## config.mk

```make
export PLATFORM = sky130hd
export DESIGN_NAME = fifo_rd_stream_adapter
export DESIGN_NICKNAME = d
export VERILOG_FILES = /design/src/rtl/fifo_stream_pkg.sv /design/src/rtl/stream_skid_buf.sv /design/src/rtl/fifo_rd_stream_adapter.sv
export SDC_FILE = /design/constraint.sdc
export NUM_CORES = 1
export LEC_CHECK = 0
export CAP_MARGIN = 10
export CORE_MARGIN = 10
export CORE_UTILIZATION = 50
export DETAILED_ROUTE_END_ITERATION = 16
export GPL_ROUTABILITY_DRIVEN = 0
export GPL_TIMING_DRIVEN = 0
export PLACE_DENSITY = 0.86
export SLEW_MARGIN = 10
export SYNTH_ARGS = -nofsm -noshare
export SYNTH_HDL_FRONTEND = slang
export SYNTH_SLANG_ARGS = --single-unit
export TNS_END_PERCENT = 20
```

## constraint.sdc

```tcl
create_clock -name clk -period 2 [get_ports clk]
set_clock_uncertainty 0.15 [all_clocks]
set_input_delay 0.6 -clock clk [delete_from_list [all_inputs] [get_ports clk]]
set_output_delay 0.6 -clock clk [all_outputs]
set_load 0.01 [all_outputs]
```

## src/rtl/fifo_stream_pkg.sv

```systemverilog
// Shared constants, types and helpers for the FIFO read-to-stream adapter.
package fifo_stream_pkg;

  localparam int SKID_DEPTH     = 3;
  localparam int DEF_DATA_WIDTH = 8;
  localparam int DEF_PKT_LEN    = 4;

  // Occupancy must represent 0..SKID_DEPTH; pointers index 0..SKID_DEPTH-1.
  localparam int OCC_WIDTH = $clog2(SKID_DEPTH + 1);
  localparam int PTR_WIDTH = $clog2(SKID_DEPTH);

  typedef logic [OCC_WIDTH-1:0] occ_t;
  typedef logic [PTR_WIDTH-1:0] ptr_t;

  // Ring pointer advance; depth is not a power of two, so wrap explicitly.
  function automatic ptr_t ptr_inc(input ptr_t p);
    return (p == ptr_t'(SKID_DEPTH - 1)) ? '0 : ptr_t'(p + ptr_t'(1));
  endfunction

  // Beat counter width: enough for 0..pkt_len-1, never narrower than 1 bit.
  function automatic int beat_width(input int pkt_len);
    return (pkt_len > 1) ? $clog2(pkt_len) : 1;
  endfunction

endpackage

```

## src/rtl/stream_skid_buf.sv

```systemverilog
// Three-entry ring buffer that absorbs FIFO read data already in flight,
// so that the read strobe never has to depend on downstream ready.
module stream_skid_buf
  import fifo_stream_pkg::*;
#(
  parameter int DATA_WIDTH = DEF_DATA_WIDTH
) (
  input  logic                  clk,
  input  logic                  rst,
  input  logic                  wr_en,
  input  logic [DATA_WIDTH-1:0] wr_data,
  input  logic                  rd_en,
  output logic [DATA_WIDTH-1:0] head,
  output occ_t                  occ
);

  logic [DATA_WIDTH-1:0] mem [SKID_DEPTH];
  ptr_t                  wr_ptr;
  ptr_t                  rd_ptr;

  // Entry storage: written at the write pointer whenever returning data lands.
  // NOTE: storage is reset (unusual for a memory) because head drives m_data
  // directly and the stream data must read as zero straight out of reset.
  always_ff @(posedge clk or posedge rst) begin
    if (rst) begin
      for (int i = 0; i < SKID_DEPTH; i++) mem[i] <= '0;
    end else if (wr_en) begin
      mem[wr_ptr] <= wr_data;
    end
  end

  // Pointer and occupancy tracking; a write and a pop together leave occ alone.
  // NOTE: every clocked assignment is non-blocking so all registers update
  // from the same pre-edge values, independent of statement order.
  always_ff @(posedge clk or posedge rst) begin
    if (rst) begin
      wr_ptr <= '0;
      rd_ptr <= '0;
      occ    <= '0;
    end else begin
      if (wr_en) wr_ptr <= ptr_inc(wr_ptr);
      if (rd_en) rd_ptr <= ptr_inc(rd_ptr);
      case ({wr_en, rd_en})
        2'b10:   occ <= occ_t'(occ + occ_t'(1));
        2'b01:   occ <= occ_t'(occ - occ_t'(1));
        default: occ <= occ;
      endcase
    end
  end

  // Head of the ring, a plain mux of registered storage.
  assign head = mem[rd_ptr];

endmodule

```

## src/rtl/fifo_rd_stream_adapter.sv

```systemverilog
// Converts a 1-cycle-latency FIFO read port into a valid/ready stream with
// packet framing (m_last every PKT_LEN beats) and a completed-packet counter.
module fifo_rd_stream_adapter
  import fifo_stream_pkg::*;
#(
  parameter int DATA_WIDTH    = DEF_DATA_WIDTH,
  parameter int PKT_LEN       = DEF_PKT_LEN,
  parameter int PKT_CNT_WIDTH = 16
) (
  input  logic                     clk,
  input  logic                     rst,
  output logic                     fifo_ren,
  input  logic [DATA_WIDTH-1:0]    fifo_rdata,
  input  logic                     fifo_empty,
  output logic                     m_valid,
  input  logic                     m_ready,
  output logic [DATA_WIDTH-1:0]    m_data,
  output logic                     m_last,
  output logic [PKT_CNT_WIDTH-1:0] pkt_cnt
);

  localparam int                    BEAT_WIDTH = beat_width(PKT_LEN);
  localparam logic [BEAT_WIDTH-1:0] LAST_BEAT  = BEAT_WIDTH'(PKT_LEN - 1);

  logic                  pend;
  occ_t                  occ;
  logic                  pop;
  logic [OCC_WIDTH:0]    committed;
  logic [BEAT_WIDTH-1:0] beat_cnt;

  stream_skid_buf #(
    .DATA_WIDTH(DATA_WIDTH)
  ) u_skid (
    .clk     (clk),
    .rst     (rst),
    .wr_en   (pend),
    .wr_data (fifo_rdata),
    .rd_en   (pop),
    .head    (m_data),
    .occ     (occ)
  );

  // Read issue: only registered occupancy and the in-flight flag decide, so
  // there is no m_ready -> fifo_ren path; the slot count covers the worst case.
  // NOTE: every always_comb output gets a value on every path to avoid latches.
  always_comb begin
    committed = {1'b0, occ} + {{OCC_WIDTH{1'b0}}, pend};
    fifo_ren  = !rst && !fifo_empty && (committed <= (OCC_WIDTH + 1)'(SKID_DEPTH - 1));
  end

  // Stream handshake and framing flags.
  always_comb begin
    m_valid = (occ != '0);
    pop     = m_valid && m_ready;
    m_last  = m_valid && (beat_cnt == LAST_BEAT);
  end

  // In-flight flag: read data arrives exactly one cycle after the strobe.
  always_ff @(posedge clk or posedge rst) begin
    if (rst) pend <= 1'b0;
    else     pend <= fifo_ren;
  end

  // Beat position within the current packet; holds while the stream idles.
  always_ff @(posedge clk or posedge rst) begin
    if (rst) begin
      beat_cnt <= '0;
    end else if (pop) begin
      beat_cnt <= (beat_cnt == LAST_BEAT) ? '0 : BEAT_WIDTH'(beat_cnt + 1'b1);
    end
  end

  // Completed-packet counter, bumped by the handshake carrying m_last; wraps.
  always_ff @(posedge clk or posedge rst) begin
    if (rst) begin
      pkt_cnt <= '0;
    end else if (pop && m_last) begin
      pkt_cnt <= PKT_CNT_WIDTH'(pkt_cnt + 1'b1);
    end
  end

endmodule
```

# Yosys cells after proc, flatten, opt, wreduce, memory -nomap -nowiden
# Index checks and enable logic that the tools add are counted.
[word_totals]
out_inout_bits = 27
register_bits = 49
input_bits = 12
word_cells = 47
[classes]
reduce_logical = 10
n_mux = 10
n_eq_ne = 5
order_cmp = 4
add_sub_neg = 7
bitwise_logic = 2
[op_table]
columns = ["cell", "count"]
rows = [
  ["$bwmux 24", 1],
  ["$mux 8", 3],
  ["$add 16x1->16 const B", 1],
  ["$bmux 8 s2", 1],
  ["$demux 8 s2", 1],
  ["$add 2x1->2 const B", 4],
  ["$eq 2x2->1 const B", 4],
  ["$ge 3x3->1 const B", 2],
  ["$logic_and 1x1->1", 6],
  ["$mux 2", 3],
  ["$not 2->3", 2],
  ["$pmux 2 s2", 1],
  ["$reduce_bool 2->1", 2],
  ["$add 2x1->3", 1],
  ["$le 3x2->1 const B", 1],
  ["$lt 3x1->1 const B", 1],
  ["$eq 2x1->1 const B", 1],
  ["$logic_not 1->1", 2],
  ["$sub 2x1->2 const B", 1],
]

# Longest topological paths before layout
# Gate-level depths: netlist (run 1).
[logic_depth]
word_depth = 6
depth_mapped = 6
depth_no_buf = 6

# By module
# Synthesis (run 1) repeated with hierarchy kept, for this count alone.
[hier_totals]
hier_cells = 177
hier_area_um2 = 2273.4
[modules_own_cells]
columns = ["mod", "cells_per_inst", "instances", "area_each_um2", "seq_area_each_um2"]
rows = [
  ["stream_skid_buf", 100, 1, 1356.3, 750.7],
  ["fifo_rd_stream_adapter", 77, 1, 917.1, 475.5],
]

# Worst setup path before layout (run 1)
# Ideal clock, no wire load.
[synth_path]
kind = "reg2out"
start = "register u_skid.occ[0]"
end = "output port fifo_ren"
path_buffers = 0
t_arrival_ns = 1.263
stages_incl_launch_ff = 6
t_required_ns = 1.250
setup_slack_ns = -0.013
cell_sequence = "dfrtp_1 -> ha_1 -> inv_1 -> ha_1 -> a21oi_1 -> nor3_1"
[synth_between]
elab_chain_cells = 3
[synth_rtl]
columns = ["element", "line", "rtl"]
rows = [
  ["start: declaration", "stream_skid_buf.sv:14", "output occ_t occ"],
  ["start signal: assignment", "stream_skid_buf.sv:44", "2'b10: occ <= occ_t'(occ + occ_t'(1));"],
  ["start signal: assignment", "stream_skid_buf.sv:45", "2'b01: occ <= occ_t'(occ - occ_t'(1));"],
  ["$add 2x1->3", "fifo_rd_stream_adapter.sv:47", "committed = {1'b0, occ} + {{OCC_WIDTH{1'b0}}, pend};"],
  ["$le 3x2->1", "fifo_rd_stream_adapter.sv:48", "fifo_ren = !rst && !fifo_empty && (committed <= (OCC_WIDTH + 1)'(SKID_DEPTH - 1));"],
  ["$logic_and 1x1->1", "fifo_rd_stream_adapter.sv:48", ""],
  ["end: declaration", "fifo_rd_stream_adapter.sv:12", "output logic fifo_ren,"],
]
# Every way passes these cells.

# Worst setup path in the final report (run 1)
[layout_path]
start = "register pend"
end = "output port fifo_ren"
[layout_between]
elab_chain_cells = 3
[layout_rtl]
columns = ["element", "line", "rtl"]
rows = [
  ["start: declaration", "fifo_rd_stream_adapter.sv:25", "logic pend;"],
  ["start signal: assignment", "fifo_rd_stream_adapter.sv:61", "else pend <= fifo_ren;"],
  ["$add 2x1->3", "fifo_rd_stream_adapter.sv:47", ""],
  ["$le 3x2->1", "fifo_rd_stream_adapter.sv:48", ""],
  ["$logic_and 1x1->1", "fifo_rd_stream_adapter.sv:48", ""],
]
# Every way passes these cells.

==> results of run 1 <==
[power by group]
part / internal [W] / switching, W
clock: 0.000242 / 0.000326
sequential: 0.00137 / 0.000273
combinational: 0.000900 / 0.000730
total: 0.00251 / 0.00133
[flip-flops by register name (all words and copies together) (netlist names)]
register       flops
u_skid.wr_ptr      2
u_skid.rd_ptr      2
u_skid.occ         2
pend               1
beat_cnt           2
pkt_cnt           16
u_skid.mem        24
[critical path, cell delays in order (launching register included)]
cell and delay, ns:
sky130_fd_sc_hd__dfrtp_1 0.41, sky130_fd_sc_hd__ha_4 0.18, sky130_fd_sc_hd__inv_4 0.04, sky130_fd_sc_hd__ha_4 0.25, sky130_fd_sc_hd__a21oi_2 0.04, sky130_fd_sc_hd__nor3_2 0.11, sky130_fd_sc_hd__buf_2 0.16
[cell families (layout without fill, tap and decap cells)]
family,after synthesis,in the layout,synth area share [%]
DFF,49,49,54.87
and+or+nand+nor,42,42,9.799
muxes,35,35,18.53
xor gates and xnor gates,18,18,7.055
AOI/OAI and AO/OA,15,15,3.807
buffers and inverters,12,62,2.575
adders and majority gates,6,6,3.359
[area by class of cell]
| cell class | instances | area [um^2] |
|---|---|---|
| buffer | 5 | 42.54 |
| fill | 340 | 1511 |
| sequential | 49 | 1230 |
| clock inverter | 3 | 17.52 |
| tap | 52 | 65.06 |
| multi-input combinational | 116 | 1017 |
| inverter | 7 | 28.78 |
| timing repair buffer | 42 | 372.9 |
| clock buffer | 5 | 68.82 |
[final timing paths]
kind                                                 to  slack [ns]  cells after the start
max in group asynchronous        pkt_cnt[4]$_DFFE_PP0P_        0.60                      3
hold / removal                  pkt_cnt[15]$_DFFE_PP0P_        0.32                      1
min in group asynchronous  u_skid.wr_ptr[0]$_DFFE_PP0P_        0.57                      2
setup / recovery                               fifo_ren       -0.24                      6
hold reg to reg                 pkt_cnt[15]$_DFFE_PP0P_        0.32                      1
setup reg to reg              u_skid.occ[1]$_DFFE_PP0P_        0.24                      6
[Yosys cell counts, drive strengths merged]
library cell and instances:
nor2 5, nand4 5, nor3 4, o21ai 10, ha 6, mux2 27
xor2 2, nand2 15, buf 4, nand3 8, a21o 2, o211ai 1
dfrtp 49, o21a 1, mux2i 8, a21oi 1, and4 1, or3 1
or2 1, xnor2 16, inv 7, nor2b 1, clkbuf 1, and3 1
[metal layers]
layer	vias to the layer above	track usage, %	routed length (um)
li1	709	-	-
met1	717	14.64	1905
met2	19	20.45	2233
met3	6	2.903	164
met4	0	4.124	67
met5	-	0	0
[per-stage QoR]
stage	std cells	setup TNS [ns]	util, %	instance area (um^2)	total power [W]
finish	279	-0.3369	65.29	2843	0.003843
global route	279	-1.257	65.29	2843	0.004116
CTS	279	-0.8511	64.68	2816	0.003832
detailed placement	268	-4.227	62.30	2713	0.003267
global placement	267	-48.00	61.67	2685	0.003185
floorplan	177	0	-	2240	0.002599
[repair_timing]
action                                 CTS  global route
setup endpoints to repair               25            14
pin swaps                               10            10
gates cloned                             1             0
buffers inserted                         2             0
resized for setup                       79            14
endpoints found under the hold margin    0             0
==> flow_summary_export.csv, run 1 <==
group,metric,value,unit
setup_path,crit-reg2reg-launch,"u_skid.occ[0]$_DFFE_PP0P_",
sta,timing.final.ws_setup,-0.2352,ns
clock_network,clock-sinks,49,
global_route,antenna_found_initial,0,
sta,relSlewSlack,60.64,%
placement,port_buffers,38,
global_route,number_of_global_route_vias_before_repair,1529,
synth,synth_warnings,0,
placement,dp_slack,-0.5742,ns
min_path,hold_crit_path_type,"flop to flop",
clock_network,clk_transition_reported_paths,0.09,ns
routing,drt-wirelength-per-cell,15.66,um
synth,synthesis.instances,177,
synth,synthDominantCellAreaShare,54.87,%
synth,synth_cell_types,32,
run_status,run_status,"complete, but fails checks",
setup_path,worstSetupStartpoint,"pend$_DFF_PP0_",
setup_path,worst_ep_arrival_time,1.49,ns
global_route,grt_usage,12.11,%
setup_path,setup.worst_path.end_class,"primary output",
run,drv.max_cap_violation_count,0,
sta,tightestPinTransition,0.5895,ns
power_and_ir_drop,leakage,1.358,nW
min_path,min_from,"pkt_cnt[15]$_DFFE_PP0P_",
sta,grt_setup_unrepaired,"yes",
routing,route.detailed.drc,0,
global_route,grt.overflow.total,0,
sta,finalSetupViolations,6,
clock_network,numCtsBuffers,5,
global_route,pin_count_of_the_biggest_net_entering_global_routing,27,
floorplan,ios,39,
sta,finalCritPeriodShare,111.8,%
synth,synth.ff_latch_count,49,
floorplan,die_area,7543,um^2
power_and_ir_drop,power.density,1352,nW/um^2
global_route,grt_pass1_wl,7424,um
sta,finalCriticalPeriod,2.235,ns
synth,sequential_share_of_the_synthesized_area,54.87,%
setup_path,critical_path_start_type,"flop",
floorplan,horizontal_extent_of_the_die,86.85,um
cells_and_area,final_common_cell,"sky130_fd_sc_hd__dfrtp_1",
clock_network,clock_tree.root_cell,"sky130_fd_sc_hd__clkbuf_8",
sta,report.final.slew_viol_count,0,
placement,detailedPlacementHpwl,3151,um
floorplan,start_util,51.32,%
synth,syn_area_cell,12.63,um^2
power_and_ir_drop,worst_ir_drop_on_vdd,549.3,uV
clock_network,clk_latency,0.30,ns
routing,detailroute.via_count,1451,
synth,postSynthNetCount,195,
synth,synth_largest_area_cell,"sky130_fd_sc_hd__dfrtp_1",
routing,initialDrtViolationCount,38,
routing,final_antenna_net_count,0,
floorplan,core_area,4354,um^2
clock_network,cts_max_level,2,
run_status,violations,"negative setup slack",
sta,final-hold-violation-count,0,
routing,routed_wl,4370,um
floorplan,dieHeight,86.85,um
clock_network,tritoncts,"yes",
floorplan,core.rowCount,24,
sta,max_clock_freq,447.4,MHz
synth,syn-cell-area,2235,um^2
clock_network,holdBufCountCts,0,
setup_path,critical_path_class,"flop to primary output",
setup_path,critical_path_peak_fanout,2,
routing,detailedRoute.firstPassIterationCount,4,
setup_path,cp.required,1.25,ns
cells_and_area,final_cell_mix,"sky130_fd_sc_hd__dfrtp_1 (46), sky130_fd_sc_hd__mux2_2 (19), sky130_fd_sc_hd__xnor2_1 (16)",
cells_and_area,share_of_cells_above_drive_strength_1,32.16,%
sta,finalHoldWorstSlack,0.3176,ns
routing,via_to_cell_ratio,5.201,
cells_and_area,final_nets,244,
synth,largest_cells_by_area_after_synthesis,"sky130_fd_sc_hd__dfrtp_1 (55%), sky130_fd_sc_hd__mux2_2 (9.6%), sky130_fd_sc_hd__xnor2_1 (6.3%)",
cells_and_area,num_antenna_cells,0,
clock_network,max-clock-path-buffers,2,
cells_and_area,flow.area_growth_from_synthesis,27.21,%
No activity file was read; power rests on OpenSTA's default activity.
==> inputs of run 2 (changes only) <==
--- a/config.mk
+++ b/config.mk
@@ -6,12 +6,13 @@
 export NUM_CORES = 1
 export LEC_CHECK = 0
 export CAP_MARGIN = 10
+export CORE_ASPECT_RATIO = 2
 export CORE_MARGIN = 10
-export CORE_UTILIZATION = 50
+export CORE_UTILIZATION = 52
 export DETAILED_ROUTE_END_ITERATION = 16
 export GPL_ROUTABILITY_DRIVEN = 0
 export GPL_TIMING_DRIVEN = 0
-export PLACE_DENSITY = 0.86
+export PLACE_DENSITY = 0.89
 export SLEW_MARGIN = 10
 export SYNTH_ARGS = -nofsm -noshare
 export SYNTH_HDL_FRONTEND = slang
==> flow_summary_export.csv, run 2 (synthesis gave the netlist of run 1 again) <==
group,metric,value,unit
floorplan,core.rowCount,33,
global_route,grt_use_met2,26.08,%
cells_and_area,final_cell_mix,"sky130_fd_sc_hd__dfrtp_1 (46), sky130_fd_sc_hd__mux2_2 (19), sky130_fd_sc_hd__xnor2_1 (16)",
global_route,gr-usage-met3,3.854,%
cells_and_area,final_common_cell,"sky130_fd_sc_hd__dfrtp_1",
setup_path,cp.required,1.25,ns
cells_and_area,final_design_area_no_fill,2920,um^2
global_route,grt_pass1_wl,8231,um
sta,report.final.slew_viol_count,0,
clock_network,max-clock-path-buffers,2,
global_route,antenna_found_initial,0,
setup_path,destination_of_the_worst_register_to_register_timing_path,"u_skid.occ[1]$_DFFE_PP0P_",
setup_path,ff2ff_path_depth,7,
cells_and_area,flow.area_growth_from_synthesis,30.68,%
clock_network,clk_transition_reported_paths,0.09,ns
routing,detailedRoute.firstPassIterationCount,4,
routing,final_antenna_net_count,0,
placement,port_buffers,38,
global_route,global_route.usage.met1,13.60,%
run_status,violations,"negative setup slack",
sta,finalHoldWorstSlack,0.3201,ns
floorplan,die_area,7479,um^2
clock_network,clk_latency,0.30,ns
min_path,min_from,"pkt_cnt[15]$_DFFE_PP0P_",
cells_and_area,post_layout_nonfiller_instances,288,
power_and_ir_drop,power.density,1407,nW/um^2
power_and_ir_drop,worst_ir_drop_on_vdd,1125,uV
sta,max_clock_freq,445.0,MHz
run,drv.max_cap_violation_count,0,
routing,drt-wirelength-per-cell,17.25,um
setup_path,critical_path_peak_fanout,2,
routing,route.detailed.drc,0,
placement,place_inst,268,
routing,detailroute.via_count,1527,
setup_path,critical_path_start_type,"flop",
cells_and_area,largest-register,"u_skid.mem",
cells_and_area,utilization,70.73,%
run_status,run_status,"complete, but fails checks",
clock_network,cts_max_level,2,
sta,final-hold-violation-count,0,
min_path,hold_crit_path_type,"flop to flop",
sta,tightestPinTransition,0.5052,ns
setup_path,crit-reg2reg-launch,"u_skid.occ[0]$_DFFE_PP0P_",
sta,finalSetupViolations,10,
min_path,whs_path_depth,1,
floorplan,start_util,54.12,%
global_route,pin_count_of_the_biggest_net_entering_global_routing,38,
floorplan,core_area,4129,um^2
clock_network,tritoncts,"yes",
setup_path,setup.worst_path.end_class,"primary output",
placement,dp_slack,-0.5877,ns
floorplan,ios,39,
cells_and_area,largest_reg_flops,24,
min_path,hold-path-endpoint,"pkt_cnt[15]$_DFFE_PP0P_",
routing,initialDrtViolationCount,71,
cells_and_area,num_antenna_cells,0,
setup_path,worst_ep_arrival_time,1.50,ns
global_route,globalRoute.busiestLayer,"met2",
sta,timing.final.ws_setup,-0.2470,ns
global_route,grt.overflow.total,0,
cells_and_area,final_nets,253,
floorplan,dieHeight,112.7,um
clock_network,numCtsBuffers,5,
clock_network,clock_tree.root_cell,"sky130_fd_sc_hd__clkbuf_8",
floorplan,horizontal_extent_of_the_die,66.36,um
clock_network,clock-sinks,49,
setup_path,critical_path_class,"flop to primary output",
placement,detailedPlacementHpwl,3479,um
routing,routed_wl,4968,um
global_route,grt_usage,13.79,%
routing,via_to_cell_ratio,5.302,
sta,finalCritPeriodShare,112.3,%
sta,relSlewSlack,66.21,%
power_and_ir_drop,leakage,1.415,nW
placement,dpl_cell_area,2705,um^2
setup_path,rrSetupSlack,0.17,ns
sta,finalCriticalPeriod,2.247,ns
sta,grt_setup_unrepaired,"yes",
global_route,number_of_global_route_vias_before_repair,1738,
cells_and_area,share_of_cells_above_drive_strength_1,34.32,%
cells_and_area,reg_top3,"u_skid.mem: 24 flops, pkt_cnt: 16 flops",
[run 2: cell type report]
type	instances	area, um^2
plain buffers	5	42.54
clock buffers	7	86.33
clock inverters	1	30.03
fillers	298	1209
inverters	7	28.78
multi-input cells	116	1013
flip-flops and latches	49	1230
well taps	52	65.06
repair buffers	51	424.2
[run 2: how the worst max path moves through the flow]
stage / start / endpoint / slack, ns
finish: u_skid.occ[0]$_DFFE_PP0P_ / fifo_ren / -0.25
global route: u_skid.occ[0]$_DFFE_PP0P_ / fifo_ren / -0.31
CTS: u_skid.occ[0]$_DFFE_PP0P_ / fifo_ren / -0.31
detailed placement: rst / fifo_ren / -0.59
global placement: rst / u_skid.mem[6]$_DFFE_PP0P_ / -0.87
floorplan: rst / beat_cnt[0]$_DFFE_PP0P_ / 0.08
[run 2: routing by layer]
metal	part of all wire, %	wire length, um
met1	35	1745
met2	59	2913
met3	4.9	241
met4	1.3	67
met5	0	0
[run 2: worst max-delay path: stages (launching register included)]
cell                      delay [ns]
sky130_fd_sc_hd__dfrtp_2        0.43
sky130_fd_sc_hd__ha_4           0.18
sky130_fd_sc_hd__ha_4           0.16
sky130_fd_sc_hd__nor2_4         0.08
sky130_fd_sc_hd__a21oi_2        0.06
sky130_fd_sc_hd__nor3_2         0.12
sky130_fd_sc_hd__buf_2          0.16
[run 2: repair_timing]
item	in CTS	in global routing
resized for setup	84	7
setup buffers	6	5
hold buffers	0	0
pin swaps	7	6
endpoints found under the setup margin	26	14
gates cloned	0	1
[run 2: stage by stage]
step | TNS (ns) | power (W)
3_5_place_dp | -4.225 | 0.003284
2_1_floorplan | 0 | 0.002599
5_1_grt | -1.760 | 0.004385
4_1_cts | -0.7397 | 0.004014
6_report | -0.9240 | 0.004108
3_3_place_gp | -46.17 | 0.003178
[run 2: power breakdown]
part | internal (W) | leakage [nW] | switching (W) | total [W]
Clock | 0.000408 | 0.0585 | 0.000317 | 0.000725
Combinational | 0.000943 | 0.750 | 0.000782 | 0.00173
Sequential | 0.00137 | 0.607 | 0.000284 | 0.00166
Total | 0.00273 | 1.42 | 0.00138 | 0.00411
